`src/rtl/rca_seq_ctrl.sv`:
```
// rca_seq_ctrl: nibble-serial add sequencer driving one external 4-bit
// ripple-carry adder. The two 4*NIBBLES-bit operands are walked least
// significant nibble first, one nibble per clock, with the carry held in a
// register between slices.
//
// Optional feature macro: RCA_SEQ_SUB_EN. When it is defined, a `sub` input
// is added. With sub=1 the sequencer computes op_a - op_b by loading ~op_b
// and a carry-in of 1, and cout=1 then means no borrow.
//
// Handshake: the requester raises `start` with op_a/op_b/cin (and sub) valid.
// The request is taken only on an edge where the block is idle; a start seen
// while busy or done is dropped, not queued. `done` pulses for exactly one
// cycle, and sum/cout are valid in that cycle. They hold until the next
// accepted start.
module rca_seq_ctrl #(
  parameter int NIBBLES = 4
) (
  input  logic                 clk,
  input  logic                 rst_n,
  input  logic                 start,
  input  logic [4*NIBBLES-1:0] op_a,
  input  logic [4*NIBBLES-1:0] op_b,
  input  logic                 cin,
`ifdef RCA_SEQ_SUB_EN
  input  logic                 sub,
`endif
  output logic                 busy,
  output logic                 done,
  output logic [4*NIBBLES-1:0] sum,
  output logic                 cout,
  output logic [3:0]           add_a,
  output logic [3:0]           add_b,
  output logic                 add_cin,
  input  logic [3:0]           add_s,
  input  logic                 add_cout,
  output logic [1:0]           dbg_state
);

  localparam int W  = 4 * NIBBLES;
  localparam int IW = (NIBBLES > 1) ? $clog2(NIBBLES) : 1;
  localparam logic [IW-1:0] LAST_IDX = IW'(NIBBLES - 1);

  localparam logic [1:0] S_IDLE = 2'd0;
  localparam logic [1:0] S_RUN  = 2'd1;
  localparam logic [1:0] S_DONE = 2'd2;

  logic [1:0]    r_state;
  logic [W-1:0]  r_a;
  logic [W-1:0]  r_b;
  logic [W-1:0]  r_sum;
  logic          r_carry;
  logic          r_cout;
  logic [IW-1:0] r_idx;

  logic [W-1:0]  w_b_load;
  logic          w_carry_load;
  logic [IW+1:0] w_sel;

`ifdef RCA_SEQ_SUB_EN
  // Subtraction is a + ~b + 1, so only the B load and the initial carry change.
  always_comb begin
    w_b_load     = sub ? ~op_b : op_b;
    w_carry_load = sub ? 1'b1  : cin;
  end
`else
  // Add-only build: operands are loaded as given.
  always_comb begin
    w_b_load     = op_b;
    w_carry_load = cin;
  end
`endif

  assign w_sel = {r_idx, 2'b00};

  // Control and datapath registers: load on start, one nibble per RUN cycle.
  always_ff @(posedge clk) begin
    if (!rst_n) begin
      r_state <= S_IDLE;
      r_a     <= '0;
      r_b     <= '0;
      r_sum   <= '0;
      r_carry <= 1'b0;
      r_cout  <= 1'b0;
      r_idx   <= '0;
    end else begin
      case (r_state)
        S_IDLE: begin
          if (start) begin
            r_a     <= op_a;
            r_b     <= w_b_load;
            r_carry <= w_carry_load;
            r_idx   <= '0;
            r_sum   <= '0;
            r_state <= S_RUN;
          end
        end
        S_RUN: begin
          r_sum[w_sel +: 4] <= add_s;
          r_carry           <= add_cout;
          if (r_idx == LAST_IDX) begin
            r_cout  <= add_cout;
            r_state <= S_DONE;
          end else begin
            r_idx <= r_idx + 1'b1;
          end
        end
        S_DONE: begin
          r_state <= S_IDLE;
        end
        default: begin
          r_state <= S_IDLE;
        end
      endcase
    end
  end

  // Adder-side outputs: current nibble pair and carry in RUN, zero elsewhere.
  always_comb begin
    add_a   = 4'h0;
    add_b   = 4'h0;
    add_cin = 1'b0;
    if (r_state == S_RUN) begin
      add_a   = r_a[w_sel +: 4];
      add_b   = r_b[w_sel +: 4];
      add_cin = r_carry;
    end
  end

  assign busy      = (r_state == S_RUN);
  assign done      = (r_state == S_DONE);
  assign sum       = r_sum;
  assign cout      = r_cout;
  assign dbg_state = r_state;

endmodule

```
`config.mk`:
```
export PLATFORM = sky130hd
export DESIGN_NAME = rca_seq_ctrl
export DESIGN_NICKNAME = d
export VERILOG_FILES = /design/src/rtl/rca_seq_ctrl.sv
export SDC_FILE = /design/constraint.sdc
export NUM_CORES = 1
export LEC_CHECK = 0
export ABC_CLOCK_PERIOD_IN_PS = 2360
export BUFFER_PORTS_ARGS = -buffer_cell sky130_fd_sc_hd__buf_2
export CAP_MARGIN = 20
export CORE_MARGIN = 2
export CORE_UTILIZATION = 35
export CTS_CLUSTER_SIZE = 8
export DETAILED_ROUTE_END_ITERATION = 8
export HOLD_SLACK_MARGIN = 0.12
export PLACE_DENSITY_LB_ADDON = 0.25
export SYNTH_ARGS = -nofsm -noshare
export SYNTH_HDL_FRONTEND = slang
export SYNTH_SLANG_ARGS = --single-unit
```
`constraint.sdc`:
```
create_clock -name clk -period 2.36 [get_ports clk]
set_input_delay 0.118 -clock clk [delete_from_list [all_inputs] [get_ports clk]]
set_output_delay 0.118 -clock clk [all_outputs]
set_load 0.005 [all_outputs]
```
* Yosys cells after proc, flatten, opt, wreduce, memory -nomap -nowiden
Index checks and enable logic that the tools add are counted.
Storage, ports and cells: register bits 54, input bits 41, word-level logic and storage cells 40
Operators by class: $add $sub $neg 2, equality and inequality tests 6, shifts and indexed selects 4, multiplexer cells 14, reductions and logical operators 7
Operators by type and width (count):
- case mux 16 bit (2 select lines) | 1
- indexed part select 16 x 5 -> 4 bit | 2
- bitwise mux 16 bit | 1
- two-way mux 16 bit | 1
- variable shift 4 x 6 -> 16 bit (first input constant) | 1
- indexed part select 4 x 6 -> 16 bit | 1
- two-way mux 2 bit | 4
- two-way mux 4 bit | 2
- case mux 2 bit (2 select lines) | 2
- AND reduction 2 bit | 4
- negator 4 -> 6 bit | 1
- == test 2 bit (second input constant) | 2
- != test 2 bit (second input constant) | 2
- AND reduction 3 bit | 1
- adder 2 x 1 -> 2 bit (second input constant) | 1
- == test 2 x 1 -> 1 bit (second input constant) | 1
- logical NOT 2 bit | 1
- two-way mux 1 bit | 2
- != test 2 x 1 -> 1 bit (second input constant) | 1
- case mux 1 bit (2 select lines) | 1
- nonzero test 2 bit | 1

* Depth between registers and ports, before layout
word-level depth 4, mapped depth 7, depth with buffers taken out 5

* Worst setup path after synthesis
Ideal clock, no wire load.
path type reg-to-reg, start register r_idx[1], end register r_sum[4], in the netlist sum[4], setup time 61 ps, data arrival time 1800 ps, path slack 499 ps, stages on the path, launching flop included 7, path buffers 1, clock period less this slack 1861 ps, path through dfxtp_1 > clkbuf_1 > inv_1 > ha_1 > nand4b_4 > nor4b_4 > a32o_1
Between the ends: word-level cells in the longest chain between the ends 4
RTL lines:
- start: declaration | RTL line 53 | logic [IW-1:0] r_idx;
- start signal: assignment | RTL line 104 | r_idx <= r_idx + 1'b1;
- negator 4 -> 6 bit (*) | RTL line 98 | r_sum[w_sel +: 4] <= add_s;
- indexed part select 4 x 6 -> 16 bit / variable shift 4 x 6 -> 16 bit (equally long branches) | RTL line 98
- bitwise mux 16 bit (*) | RTL line 98
- case mux 16 bit (2 select lines) (*) | RTL line 86 | case (r_state)
- end signal: indexed assignment | RTL line 98
- end: declaration | RTL line 50 | logic [W-1:0] r_sum;
Mark *: on every way between the ends. The rest lies on a longest branch, timed or not. A chain may end at the register's enable or synchronous reset.

* Worst setup path after layout
start register r_idx[0], end output port add_a[3]
Between the ends: word-level cells in the longest chain between the ends 2
RTL lines:
- indexed part select 16 x 5 -> 4 bit | RTL line 123 | add_a = r_a[w_sel +: 4];
- two-way mux 4 bit | RTL line 122 | if (r_state == S_RUN) begin
- end: declaration | RTL line 31 | output logic [3:0] add_a,
No other way between the ends.

==> impl_metrics.csv <==
group,metric,value,unit
worst_setup_path,reg2reg_to,"sum[10]",
global_routing,grt-ovfl-total,0,
clock_tree,ctsRootBufferMaster,"clkbuf_8",
synthesis,ys_warn_count,0,
power_and_ir_drop,sequentialPowerShare,51.6,%
synthesis,syn_nets,299,
timing,clock_skew,0.00734,ns
layout,area_growth,34.5,%
die,num_rows,30,
timing,min_period,1.89,ns
layout,design_area,3320,um^2
worst_setup_path,crit-reg2reg-launch,"r_idx[0]",
clock_tree,clk_pin_slew_worst_paths,0.09,ns
layout,final_nets,401,
worst_setup_path,cp_slowest_stage_delay,0.57,ns
hold_path,hold-path-cell-count,4,
clock_tree,clk_latency,0.31,ns
clock_tree,htreeDepth,2,
die,fp.dieArea,7730,um^2
layout,regArea,1080,um^2
global_routing,first_global_vias,2015,
placement,port_buffers,70,
worst_setup_path,cpMaxStageDelayCell,"mux4_1",
worst_setup_path,path_cells,"buf_4, mux4_1, and2_1, buf_2",
timing,drv_slew,0,
timing,hold_ws,0.176,ns
worst_setup_path,reg2reg_setup_slack,0.71,ns
power_and_ir_drop,switching_power,0.470,mW
timing,tightest_slew,0.644,ns
route,viasPerCell,4.72,
placement,hpwlAfterDp,3790,um
clock_tree,clk_path_buf_depth,2,
timing,max_slew_margin,57.0,%
timing,hold_viol,0,
global_routing,grt_usage,15.8,%
power_and_ir_drop,power,1.89,mW
worst_setup_path,worstRegToRegCells,5,
synthesis,syn_inst,252,
hold_path,hold_path.startpoint,"start",
clock_tree,clock-sinks,54,
job,drv_cap,0,
placement,placed_cells,405,
global_routing,grt_max_degree,38,
layout,layout_common_cells,"nand2_1, buf_2, dfxtp_1",
synthesis,synth-seq-cells,54,
die,start_util,36.3,%
route,drtPass1Iterations,4,
worst_setup_path,required,2.24,ns
worst_setup_path,endpoint_kind,"output pin",
power_and_ir_drop,comb_power_share,15.7,%
route,vias,2127,
global_routing,grt_pass1_wl,9650,um
worst_setup_path,cp-start-kind,"flop",
layout,drive_gt1_share,27.0,%
route,routed_wl,5890,um
power_and_ir_drop,p_per_area,569,nW/um^2
power_and_ir_drop,clkPwrFrac,32.7,%
route,antenna_left,0,
timing,rsz0062_at_grt,"false",
layout,instances_no_fill,451,
layout,n_fill_cell,644,
power_and_ir_drop,peakVddDrop,0.238,mV
power_and_ir_drop,p_leak,1.46,nW
clock_tree,cts_tree,"done",
layout,multi_input_area,1210,um^2
synthesis,ys_seq_area_share,43.9,%
power_and_ir_drop,p_int,1.42,mW
placement,placed_cell_area,2830,um^2
clock_tree,post_cts_buffers,0,
worst_setup_path,cp.arrival,1.77,ns
hold_path,hold_path_class,"in2reg",
synthesis,syn_avg_cell_area,9.78,um^2
route,drc,0,
power_and_ir_drop,sw_frac_of_total,24.9,%
layout,diodes,0,
die,ios,71,
timing,finalSetupViolCount,0,
clock_tree,cts_buffers,5,
timing,fin_tns_setup,0,ns
hold_path,worst_hold_path.endpoint,"r_idx[0]",
placement,place_congestion,0.752,
timing,fmax,0.528,GHz
worst_setup_path,path_max_fanout,10,
route,wl_per_cell,13.1,um
worst_setup_path,crit_type,"reg2out",
timing,finalCritPeriodShare,80.2,%
synthesis,syn_area,2460,um^2
die,core_region_area,6790,um^2
outcome,status,"complete, no violations",
die,die_y,87.9,um
global_routing,antenna_found_initial,0,
route,detail_route.iter0.violations,87,
die,die_w,87.9,um
synthesis,synth_cell_types,33,
-- power groups by stage --
stage | clock [mW] | combinational (mW) | sequential, mW
final | 0.617 | 0.296 | 0.975
after detailed placement | 0 | 0.251 | 0.997
after floorplan | 0 | 0.189 | 0.989
after CTS | 0.642 | 0.299 | 0.976
after global routing | 0.682 | 0.330 | 0.981
after global placement | 0 | 0.248 | 0.995
-- registers in the layout (all words and copies together) (netlist names) --
signal     count
r_a           16
r_b           16
sum           16
dbg_state      2
r_idx          2
cout           1
r_carry        1
-- what timing repair did --
action                                 4_1_cts  5_1_grt
hold buffers                                38        0
endpoints found under the hold margin       50        0
resized for setup                            0        0
setup endpoints to repair                    0        0
-- cell type report --
type | count | share of cell area [%]
clock buffer | 6 | 2.19
clock inverter | 2 | 1.13
inverter | 5 | 0.566
multi-input combinational | 174 | 36.5
sequential | 54 | 32.6
tap | 96 | 3.62
timing repair buffer | 114 | 23.4
-- metal layers --
metal	vias to the layer above	wire, um	track usage [%]
met4	0	56	4.20
li1	1086	-	-
met3	6	180	3.20
met1	993	2750	20.3
met2	42	2900	27.1
met5	-	0	0
-- logic make-up after synthesis --
family | count (synthesis) | share of synthesized area, %
buf+inv | 24 | 7.06
compound gates | 61 | 16.3
simple gates | 99 | 21.8
mux | 8 | 7.92
fa+ha+maj | 6 | 3.05
flops | 54 | 43.9
-- how the worst max path moves through the flow --
stage / startpoint / end / slack (ns) / cells past startpoint
after floorplan: r_idx[1] / sum[4] / 0.50 / 6
after global placement: r_idx[0] / sum[5] / 0.75 / 5
after detailed placement: r_idx[0] / sum[4] / 0.72 / 5
after CTS: r_idx[0] / add_a[3] / 0.46 / 4
after global routing: r_idx[0] / add_a[3] / 0.37 / 4
final: r_idx[0] / add_a[3] / 0.47 / 4
-- Yosys cell counts, drive strengths merged --
cell type	instances	share of area, %
nand2	70	11
dfxtp	54	44
a21oi	36	7.3
a32o	16	6.5
buf	14	5.5
and2	9	2.3
mux4	8	7.9
ha	6	3.0
clkbuf	5	0.76
inv	5	0.76
a21o	4	1.2
nand3	4	0.81
nor2	3	0.46
nor4b	3	2.9
a31oi	2	0.51
nand2b	2	0.51
nand3b	2	1.1
a22oi	1	0.30
and3	1	0.30
nand4b	1	0.96
nor2b	1	0.25
nor3	1	0.41
nor3b	1	0.76
o21ai	1	0.20
o21bai	1	0.30
or3b	1	0.36
-- worst max-delay path: cells and delay by family (launching register included) --
family                 cells  cell delay [ns]
multiplexers               1             0.57
buffers and inverters      2             0.36
AND/OR/NAND/NOR            1             0.19
flip-flops                 1             0.35
-- per-stage QoR --
stage	util, %	setup WS [ns]
global route	48.8	0.371
global placement	41.6	0.746
detailed placement	41.6	0.717
finish	48.8	0.467
CTS	48.8	0.455
floorplan	-	0.499
Power figures use the tool's default switching activity.
